[src/rtl/sort_n_seq.sv]
// Purpose : sequential odd-even transposition sorter for N unsigned W-bit elements, asc/desc per job.
// Latency : load edge t0, one pass per edge t0+1..t0+N, out_valid from edge t0+N (fewer with early exit).
// Backpres: result held in DONE until out_ready; in_ready only in IDLE, no input queueing.
// Optional: define SORT_EARLY_EXIT_EN to leave SORT after two consecutive swap-free passes.
module sort_n_seq #(
  parameter int N = 4,
  parameter int W = 4
) (
  input  logic           clk,
  input  logic           rst,
  input  logic           in_valid,
  output logic           in_ready,
  input  logic [N*W-1:0] in_data,
  input  logic           desc,
  output logic           out_valid,
  input  logic           out_ready,
  output logic [N*W-1:0] out_data,
  output logic           busy
);

  localparam int CNT_W = $clog2(N + 1);
  localparam logic [CNT_W-1:0] LAST_PASS = CNT_W'(N - 1);

  typedef enum logic [1:0] {
    S_IDLE = 2'd0,
    S_SORT = 2'd1,
    S_DONE = 2'd2
  } state_t;

  state_t           r_state;
  state_t           w_state_nxt;
  logic [W-1:0]     r_e     [N];
  logic [W-1:0]     w_e_nxt [N];
  logic [CNT_W-1:0] r_pass;
  logic             r_desc;
  logic             w_load;
  logic             w_last_pass;
  logic             w_exit;
`ifdef SORT_EARLY_EXIT_EN
  logic             w_any_swap;
  logic             r_prev_clean;
`endif

  assign w_load      = in_valid && (r_state == S_IDLE);
  assign w_last_pass = (r_pass == LAST_PASS);

`ifdef SORT_EARLY_EXIT_EN
  // An even and an odd pass that both swap nothing prove the array is ordered.
  assign w_exit = w_last_pass || (!w_any_swap && r_prev_clean);
`else
  assign w_exit = w_last_pass;
`endif

  // One transposition pass: even passes pair (0,1),(2,3)..., odd passes (1,2),(3,4)...
  always_comb begin
    w_e_nxt = r_e;
`ifdef SORT_EARLY_EXIT_EN
    w_any_swap = 1'b0;
`endif
    for (int i = 0; i < N - 1; i++) begin
      if (i[0] == r_pass[0]) begin
        // Strict compares keep equal elements in place, so the sort is stable.
        if (r_desc ? (r_e[i] < r_e[i+1]) : (r_e[i] > r_e[i+1])) begin
          w_e_nxt[i]   = r_e[i+1];
          w_e_nxt[i+1] = r_e[i];
`ifdef SORT_EARLY_EXIT_EN
          w_any_swap = 1'b1;
`endif
        end
      end
    end
  end

  // State register.
  always_ff @(posedge clk or posedge rst) begin
    if (rst) begin
      r_state <= S_IDLE;
    end else begin
      r_state <= w_state_nxt;
    end
  end

  // Next-state decode; reset abandons any job in flight.
  always_comb begin
    w_state_nxt = r_state;
    case (r_state)
      S_IDLE: if (w_load) w_state_nxt = S_SORT;
      S_SORT: if (w_exit) w_state_nxt = S_DONE;
      S_DONE: if (out_ready) w_state_nxt = S_IDLE;
      default: w_state_nxt = S_IDLE;
    endcase
  end

  // Element registers, pass counter and latched direction.
  always_ff @(posedge clk or posedge rst) begin
    if (rst) begin
      for (int i = 0; i < N; i++) begin
        r_e[i] <= '0;
      end
      r_pass <= '0;
      r_desc <= 1'b0;
    end else if (w_load) begin
      for (int i = 0; i < N; i++) begin
        r_e[i] <= in_data[W*i +: W];
      end
      r_pass <= '0;
      r_desc <= desc;
    end else if (r_state == S_SORT) begin
      r_e <= w_e_nxt;
      // Hold at the last pass index so the counter never wraps inside a job.
      if (!w_last_pass) begin
        r_pass <= r_pass + 1'b1;
      end
    end
  end

`ifdef SORT_EARLY_EXIT_EN
  // Remember whether the previous pass of this job was swap-free.
  always_ff @(posedge clk or posedge rst) begin
    if (rst) begin
      r_prev_clean <= 1'b0;
    end else if (w_load) begin
      r_prev_clean <= 1'b0;
    end else if (r_state == S_SORT) begin
      r_prev_clean <= !w_any_swap;
    end
  end
`endif

  // Pack element registers onto the output bus; meaningful only with out_valid.
  always_comb begin
    out_data = '0;
    for (int i = 0; i < N; i++) begin
      out_data[W*i +: W] = r_e[i];
    end
  end

  assign in_ready  = (r_state == S_IDLE) && !rst;
  assign out_valid = (r_state == S_DONE);
  assign busy      = (r_state != S_IDLE);

endmodule

[config.mk]
export PLATFORM = sky130hd
export DESIGN_NAME = sort_n_seq
export DESIGN_NICKNAME = d
export VERILOG_FILES = /design/src/rtl/sort_n_seq.sv
export SDC_FILE = /design/constraint.sdc
export NUM_CORES = 1
export LEC_CHECK = 0
export CORE_ASPECT_RATIO = 1.5
export CORE_MARGIN = 10
export CORE_UTILIZATION = 54
export CTS_BUF_LIST = sky130_fd_sc_hd__clkbuf_2 sky130_fd_sc_hd__clkbuf_4 sky130_fd_sc_hd__clkbuf_8
export CTS_CLUSTER_SIZE = 24
export DETAILED_ROUTE_END_ITERATION = 6
export GPL_TIMING_DRIVEN = 1
export PLACE_DENSITY_LB_ADDON = 0.12
export REMOVE_ABC_BUFFERS = 1
export SLEW_MARGIN = 25
export SYNTH_ARGS = -nofsm -noshare
export SYNTH_HDL_FRONTEND = slang
export SYNTH_SLANG_ARGS = --single-unit
[constraint.sdc]
create_clock -name clk -period 5.8 [get_ports clk]
set_clock_uncertainty 0.05 [all_clocks]
set_input_delay 0.58 -clock clk [delete_from_list [all_inputs] [get_ports clk]]
set_output_delay 0.58 -clock clk [all_outputs]
set_load 0.01 [all_outputs]
After elaboration in Yosys (flattened, before gate mapping)
Cells that the tools add are included.
Operators by class
  muxes and demuxes: 18
  divide/modulo/power cells: 0
  reduce and logical (&&, ||, !) cells: 12
  equality and inequality tests: 8
  order comparisons: 6
  bitwise gates (word level): 0
  shift-type cells: 0
  $add $sub $neg: 1
  multiply operators: 0
Operators by type and width (count)
  two-way mux 8 bit: 6
  two-way mux 16 bit: 2
  greater-than comparator 4 bit: 3
  < comparator 4 bit: 3
  two-way mux 3 bit: 3
  AND reduction 3 bit: 3
  nonzero test 2 bit: 4
  two-way mux 2 bit: 3
  inequality test 2 bit (second input constant): 3
  one-hot mux 2 bit (3 select lines): 1
  inequality test 2 x 1 -> 1 bit (second input constant): 2
  adder 3 x 1 -> 3 bit (second input constant): 1
  equality test 3 x 2 -> 1 bit (second input constant): 1
  two-way mux 1 bit: 3
  equality test 2 x 1 -> 1 bit (second input constant): 1
  equality test 2 bit (second input constant): 1
  logical AND 1 bit: 2
  logical NOT 2 bit: 1
  AND reduction 2 bit: 1
  logical NOT 1 bit: 1
Storage, ports and cells
  bits in writable memories: 0
  output and inout bits: 19
  bits in latches: 0
  flip-flop bits (word level): 22
  bits of input ports: 21
  ROM bits: 0
  logic and storage cells: 52
  memories: 0

Longest topological paths before layout
Gate-level depths: netlist of the first run.
  word-level depth: 10
  gate-level depth with buffers: 8
  depth with buffers taken out: 8

Worst setup path before layout of the first run
Ideal clock, no wire load.
  kind: reg2reg
  start: register r_e (netlist bit out_data[11])
  end: register r_e (netlist bit out_data[10])
  period minus slack after synthesis: 1.957 ns
  data required time: 5.612 ns
  buffers on the path: 0
  cell stages (with the launch flop): 8
  arrival: 1.769 ns
  slack: 3.843 ns
  library setup time: 0.138 ns
  cells stage by stage: dfrtp_1 > inv_1 > ha_1 > nand2_1 > o21ai_1 > mux2i_2 > mux2i_1 > o221ai_1
On the way
  word-level cells in the longest chain between the ends: 8
  elaborated cells between the ends (all ways): 12
  those cells by class: 4 x order compare; 8 x mux
RTL lines
  start: declaration: RTL line 32  | logic [W-1:0] r_e [N];
  start signal: indexed assignment: RTL line 104  | r_e[i] <= in_data[W*i +: W];
  start signal: assignment: RTL line 109  | r_e <= w_e_nxt;
  greater-than comparator 4 bit or < comparator 4 bit (tied branches): RTL line 63  | if (r_desc ? (r_e[i] < r_e[i+1]) : (r_e[i] > r_e[i+1])) begin
  two-way mux 1 bit: RTL line 63
  two-way mux 8 bit: RTL line 63
  two-way mux 8 bit: RTL line 61  | if (i[0] == r_pass[0]) begin
  two-way mux 8 bit: RTL line 63
  two-way mux 8 bit *: RTL line 61
  two-way mux 16 bit *: RTL line 108  | end else if (r_state == S_SORT) begin
  two-way mux 16 bit *: RTL line 102  | end else if (w_load) begin
Mark *: on every way between the ends. The rest lies on a longest branch, timed or not. The select of a mux whose other input is x is not followed.
A chain may end at the register's enable or synchronous reset.

Worst setup path after layout of the first run
  start: register r_state[0]
  end: output in_ready
On the way
  word-level cells in the longest chain between the ends: 2
RTL lines
  start: declaration: RTL line 30  | state_t r_state;
  start signal: assignment: RTL line 79  | r_state <= w_state_nxt;
  logical NOT 2 bit: RTL line 138  | assign in_ready = (r_state == S_IDLE) && !rst;
  logical AND 1 bit: RTL line 138
  end: declaration: RTL line 12  | output logic in_ready,
Every way passes these cells.

==> results of run 1 <==
==> critical path, delay by kind of cell, from the launching register on <==
family | cells | cell delay (ns)
buffers and inverters | 2 | 0.63
flip-flops | 1 | 0.45
AND/OR/NAND/NOR | 2 | 0.31
==> cell families (layout without fill, tap and decap cells) <==
logic type | Yosys count | count (layout)
flops | 22 | 22
fa+ha+maj | 14 | 14
xor+xnor | 1 | 1
mux | 17 | 17
buf+inv | 24 | 63
compound gates | 44 | 44
simple gates | 45 | 45
==> sequential cells by signal, summed over array words and instances (netlist names) <==
signal    count
out_data     16
r_desc        1
r_state       2
r_pass        3
==> area by class of cell <==
cell class / instances / area [µm²] / area share (%)
timing repair buffer: 40 / 398 / 19.8
clock buffer: 3 / 41.3 / 2.05
sequential: 22 / 551 / 27.4
tap: 37 / 46.3 / 2.30
inverter: 20 / 75.1 / 3.73
multi-input combinational: 121 / 900 / 44.7
==> cells in the mapped netlist (all sizes together) <==
cell type   n  area [µm²]
nor2b       3        26.3
and3        4        25.0
nand2      18        70.1
nand3b      1        7.51
o21ai       9        45.0
mux2i      14         144
mux2        3        37.5
o31ai       5        51.3
ha         14         175
nand4       2        12.5
a22o        1        8.76
o211ai      1        12.5
dfrtp      22         551
nor3        4        20.0
nor2       10        40.0
and2        1        6.26
a211o       1        10.0
o221ai      4        35.0
nand2b      2        20.0
inv        20        75.1
a221o       4        40.0
o32ai       1        8.76
a31oi       4        25.0
buf         4        25.0
a21oi      14        70.1
xnor2       1        8.76
==> routing by layer <==
metal | vias up | share of wire [%]
met3 | 17 | 6.1
met4 | 0 | 4.1
met2 | 58 | 49
li1 | 679 | -
met5 | - | 0
met1 | 660 | 40
==> how the worst max path moves through the flow <==
stage	depth (start not counted)	endpoint	slack, ns
after floorplan	7	out_data[10]$_DFFE_PP0N_	3.84
after global placement	4	out_data[12]$_DFFE_PP0P_	3.49
after detailed placement	4	out_data[14]$_DFFE_PP0P_	3.44
after CTS	4	in_ready	3.50
after global routing	4	in_ready	3.40
final	4	in_ready	3.52
==> power by group <==
part           switching (W)   total, W  internal (W)
clock              0.0000488  0.0000951     0.0000463
sequential          0.000110   0.000345      0.000235
combinational       0.000483   0.000936      0.000454
==> per-stage QoR <==
| stage | utilization, % | cell area, µm² | total power (W) |
|---|---|---|---|
| after detailed placement | 72.8 | 1970 | 0.00128 |
| after floorplan | - | 1530 | 0.000955 |
| after global routing | 74.3 | 2010 | 0.00148 |
| final | 74.3 | 2010 | 0.00138 |
| after global placement | 72.8 | 1970 | 0.00122 |
| after CTS | 74.3 | 2010 | 0.00138 |
==> impl_metrics.csv, run 1 <==
group,metric,value,unit
synth,synthAdderAreaFrac,11.3,%
routing,wl_per_cell,17.5,µm
sta,grt_setup_unrepaired,"no",
setup_path,cp_data_arrival_time,1.65,ns
placed_design,gp_congestion,0.904,
routing,route.vias.total,1414,
synth,synth-compound-area-share,19.8,%
hold_path,min_to,"r_pass[2]$_DFFE_PP0P_",
clock_tree,tritoncts,"yes",
clock_tree,clockBufferDepth,2,
placed_design,placedCellCount,240,
die,core-area,2710,µm²
setup_path,worstPathMaxFanout,7,
global_routing,grt_overflow_total,0,
synth,yosysUniqueCellTypes,35,
cells_and_area,post_route_cells_drive_above_1_share,7.28,%
sta,setup_violations,0,
cells_and_area,layout_commonest_cell,"clkdlybuf4s50_1",
synth,synth_simple_gate_area_share,14.7,%
run,maxCapViolCount,0,
setup_path,cpMaxStageDelayCell,"clkdlybuf4s50_1",
die,initial_utilization,57.3,%
global_routing,grtUsageTotal,15.4,%
sta,period_needed,2.28,ns
die,die_w,63.7,µm
synth,syn_area,1550,µm²
sta,timing.fmax,439,MHz
global_routing,use_met1,16.7,%
setup_path,r2r-start,"out_data[11]$_DFFE_PP0N_",
hold_path,whs_path_depth,2,
cells_and_area,final_nets,243,
setup_path,end_kind,"output port",
cells_and_area,area_growth,29.7,%
cells_and_area,final_cell_mix,"clkdlybuf4s50_1, dfrtp_1, inv_1",
setup_path,worstSetupStartpoint,"r_state[0]$_DFFE_PP0P_",
clock_tree,cts_setup_buffers,0,
routing,first_iter_violations,37,
synth,synth_warnings,0,
routing,detail_route.vias_per_cell,5.82,
cells_and_area,finalNonFillerCells,243,
hold_path,min_path_type,"flip-flop to flip-flop",
placed_design,pre_cts_ws,3.44,ns
global_routing,grt_max_degree,23,
cells_and_area,final.fill_count,210,
outcome,status,"finished, final reports clean",
sta,finalHoldViolations,0,
die,die_h,85.6,µm
routing,wl,4250,µm
setup_path,path_cells,"nor2_2 -> inv_1 -> nor2_1 -> clkdlybuf4s50_1",
die,dieArea,5460,µm²
synth,synth_seq_area_share,35.5,%
sta,period_share,39.3,%
power,power.leakage,0.918,nW
setup_path,path_class,"flip-flop to output port",
global_routing,antenna_found_initial,0,
sta,maxSlewHeadroom,42.5,%
die,rows,23,
clock_tree,cts_num_sinks,22,
synth,synthXorXnorAreaFrac,0.565,%
synth,synth-seq-cells,22,
global_routing,grt_use_met2,26.1,%
clock_tree,htreeDepth,1,
setup_path,r2r-end,"out_data[10]$_DFFE_PP0N_",
clock_tree,cts_made_buffers,3,
global_routing,grt_use_met3,4.30,%
placed_design,io_buffers,39,
power,ir_drop,0.557,mV
setup_path,cpPeakStageDelay,0.54,ns
cells_and_area,diodes,0,
clock_tree,hold_buffers,0,
sta,tns,0,ns
setup_path,reg2reg_slack,3.57,ns
sta,whs,0.474,ns
clock_tree,cts-root-buf,"clkbuf_8",
clock_tree,clk_latency,0.26,ns
routing,final_antenna_net_count,0,
routing,drcViolationCount,0,
sta,layout_setup_ws,3.52,ns
synth,syn_area_per_cell,9.28,µm²
clock_tree,cts_resized,0,
synth,synth_mux_area_share,11.7,%
hold_path,hold_start,"r_pass[2]$_DFFE_PP0P_",
synth,syn_inst,167,
global_routing,grt_pass1_wl,7010,µm
die,io_pins,40,
routing,dr.pass1.iters,4,
sta,finalMaxSlewViolations,0,
setup_path,required,5.17,ns
clock_tree,clkTransAtPathRegs,0.08,ns
synth,synth_top_family_by_area,"compound AO/OA/AOI/OAI gates",
setup_path,cp-start-kind,"flip-flop",
global_routing,busiest_layer,"met2",
setup_path,ff2ff_path_depth,7,
power,power.density,684,nW/µm²
sta,worst_pin_slew,0.862,ns
placed_design,place_hpwl,3410,µm
global_routing,grt_pass1_vias,1497,
Note: power is estimated with default switching activity, not from simulation.
==> inputs of run 2 (changes only) <==
--- a/config.mk
+++ b/config.mk
@@ -7,7 +7,7 @@
 export LEC_CHECK = 0
 export CORE_ASPECT_RATIO = 1.5
 export CORE_MARGIN = 10
-export CORE_UTILIZATION = 54
+export CORE_UTILIZATION = 50
 export CTS_BUF_LIST = sky130_fd_sc_hd__clkbuf_2 sky130_fd_sc_hd__clkbuf_4 sky130_fd_sc_hd__clkbuf_8
 export CTS_CLUSTER_SIZE = 24
 export DETAILED_ROUTE_END_ITERATION = 6
==> constraint.sdc (replaced) <==
create_clock -name clk -period 2.4 [get_ports clk]
set_clock_uncertainty 0.05 [all_clocks]
set_input_delay 0.24 -clock clk [delete_from_list [all_inputs] [get_ports clk]]
set_output_delay 0.24 -clock clk [all_outputs]
set_load 0.01 [all_outputs]
==> run 2 against run 1 <==
Compared with the run above:
- critical path depth is 3 higher
- highest routed layer unchanged
- global-route usage is 0.25 points higher
- non-clock buffer count is 2 higher
- critical path type is now flip-flop to flip-flop
- flip-flop and latch count stayed put
- utilization is 4.0 points lower
- worst setup slack worse by 3.3 ns
- clock power grew to 3.7 times the previous value
- count of clock-buffer cells in the layout stayed put
- register-to-register slack worse by 3.3 ns
- total power grew to 2.5 times the previous value
- sequential share of layout area is 0.79 points lower
==> impl_metrics.csv, run 2 (same netlist as run 1, synthesis figures left out) <==
group,metric,value,unit
outcome,status,"finished, final reports clean",
cells_and_area,finish.instance_area,2070,µm²
sta,period_needed,2.15,ns
sta,finalHoldViolations,0,
clock_tree,clkTransAtPathRegs,0.09,ns
sta,setup_violations,0,
global_routing,grt_max_degree,23,
sta,timing.fmax,466,MHz
routing,drcViolationCount,0,
clock_tree,cts-root-buf,"clkbuf_8",
cells_and_area,largest_register_ffs,16,
die,io_pins,40,
cells_and_area,final.fill_count,255,
setup_path,cp_data_arrival_time,2.23,ns
setup_path,ff2ff_path_depth,7,
routing,first_iter_violations,56,
setup_path,reg2reg_slack,0.25,ns
cells_and_area,final_nets,245,
routing,wl_per_cell,17.1,µm
routing,wl,4240,µm
power,ir_drop,1.03,mV
run,maxCapViolCount,0,
die,dieArea,5770,µm²
global_routing,grtUsageTotal,15.7,%
hold_path,min_path_type,"primary input to asynchronous set/reset pin",
routing,final_antenna_net_count,0,
cells_and_area,layout_commonest_cell,"clkdlybuf4s50_1",
setup_path,r2r-end,"out_data[9]$_DFFE_PP0N_",
setup_path,required,2.48,ns
cells_and_area,fin_util,70.4,%
cells_and_area,multi_input_area,912,µm²
setup_path,cp-start-kind,"flip-flop",
cells_and_area,area_growth,33.6,%
placed_design,io_buffers,39,
setup_path,cp_top_family,"multiplexers",
sta,maxSlewHeadroom,73.7,%
sta,whs,0.280,ns
setup_path,cpMaxStageDelayCell,"dfrtp_1",
clock_tree,htreeDepth,1,
cells_and_area,regArea,551,µm²
global_routing,antenna_found_initial,0,
sta,tns,0,ns
clock_tree,clockBufferDepth,2,
placed_design,place_hpwl,3390,µm
setup_path,end_kind,"flip-flop",
setup_path,path_class,"flip-flop to flip-flop",
cells_and_area,final_cell_mix,"clkdlybuf4s50_1, dfrtp_1, inv_1",
power,power.density,1690,nW/µm²
die,initial_utilization,52.7,%
die,core-area,2940,µm²
routing,route.vias.total,1412,
cells_and_area,diodes,0,
routing,detail_route.vias_per_cell,5.69,
global_routing,grt_pass1_wl,7160,µm
clock_tree,cts_made_buffers,3,
sta,finalMaxSlewViolations,0,
die,die_h,88.2,µm
global_routing,grt_pass1_vias,1529,
placed_design,dpl-instance-area,1990,µm²
cells_and_area,post_route_cells_drive_above_1_share,9.09,%
sta,grt_setup_unrepaired,"no",
sta,worst_pin_slew,0.394,ns
sta,period_share,89.5,%
placed_design,placedCellCount,244,
clock_tree,clk_latency,0.28,ns
setup_path,path_cells,"inv_1 -> ha_1 -> a21oi_1 -> o21ai_2 -> mux2_2 -> mux2i_1 -> o221ai_1",
power,power.leakage,0.945,nW
placed_design,gp_congestion,0.834,
die,rows,24,
setup_path,cpPeakStageDelay,0.49,ns
setup_path,r2r-start,"out_data[9]$_DFFE_PP0N_",
clock_tree,tritoncts,"yes",
global_routing,grt_overflow_total,0,
cells_and_area,finalNonFillerCells,248,
clock_tree,cts_num_sinks,22,
setup_path,worstPathMaxFanout,6,
die,die_w,65.5,µm
setup_path,crit_buf_inv,1,
routing,dr.pass1.iters,4,
run 2: cell count changes in the layout (fill, tap and decap cells not counted):
cell	before	now
o21ai_1	3	2
mux2i_2	1	0
o21ai_2	0	1
buf_4	1	3
mux2i_4	0	1
bufinv_16	0	1
run 2: layer usage:
metal  wire length (µm)  part of all wire [%]  global-route usage [%]  up-vias
met2               2240                    53                    28.4       50
li1                   -                     -                       -      683
met3                253                   6.0                    3.71       13
met5                  0                     0                       0        -
met1               1630                    38                    16.4      666
met4                123                   2.9                    7.42        0
run 2: how the worst max path moves through the flow:
stage               cells after the start  slack, ns                       end                      from
floorplan                               7       0.44  out_data[10]$_DFFE_PP0N_  out_data[11]$_DFFE_PP0N_
global placement                        7       0.22  out_data[10]$_DFFE_PP0N_   out_data[9]$_DFFE_PP0N_
detailed placement                      7       0.17  out_data[10]$_DFFE_PP0N_   out_data[9]$_DFFE_PP0N_
CTS                                     7       0.15  out_data[10]$_DFFE_PP0N_   out_data[9]$_DFFE_PP0N_
global route                            7       0.09   out_data[5]$_DFFE_PP0N_   out_data[7]$_DFFE_PP0N_
finish                                  7       0.25   out_data[9]$_DFFE_PP0N_   out_data[9]$_DFFE_PP0N_
run 2: layout make-up:
type,instances,area share (%)
Clock buffer,3,1.99
Tap cell,39,2.36
Sequential cell,22,26.6
Timing Repair Buffer,42,19.9
Multi-Input combinational cell,121,44.0
Clock inverter,1,1.45
Inverter,20,3.63
run 2: where the power goes:
part	switching, W	internal [W]	total, W
Clock	0.000130	0.000223	0.000353
Sequential	0.000260	0.000568	0.000829
Combinational	0.00120	0.00112	0.00232
run 2: worst reg2reg max path, delay by kind of cell (launching register included):
family          cells  cell delay, ns
mux                 2            0.60
flops               1            0.49
compound gates      3            0.43
fa+ha+maj           1            0.33
buf+inv             1            0.12
run 2: timing repair:
action / 4_1_cts / 5_1_grt
setup endpoints to repair: 0 / 2
setup buffers: 0 / 0
hold endpoints to repair: 0 / 0
hold buffers: 0 / 0
gates resized for setup: 0 / 2
run 2: per-stage QoR:
step                total power (W)  worst slack [ns]
finish                      0.00351             0.253
detailed placement          0.00309             0.168
global placement            0.00298             0.219
global route                0.00383            0.0908
floorplan                   0.00231             0.443
CTS                         0.00346             0.152
==> inputs of run 3 (changes only) <==
--- a/config.mk
+++ b/config.mk
@@ -18,3 +18,4 @@
 export SYNTH_ARGS = -nofsm -noshare
 export SYNTH_HDL_FRONTEND = slang
 export SYNTH_SLANG_ARGS = --single-unit
+export TNS_END_PERCENT = 1
==> results of run 3 <==
The final DEF is identical to that of run 2; final timing and power are the same.
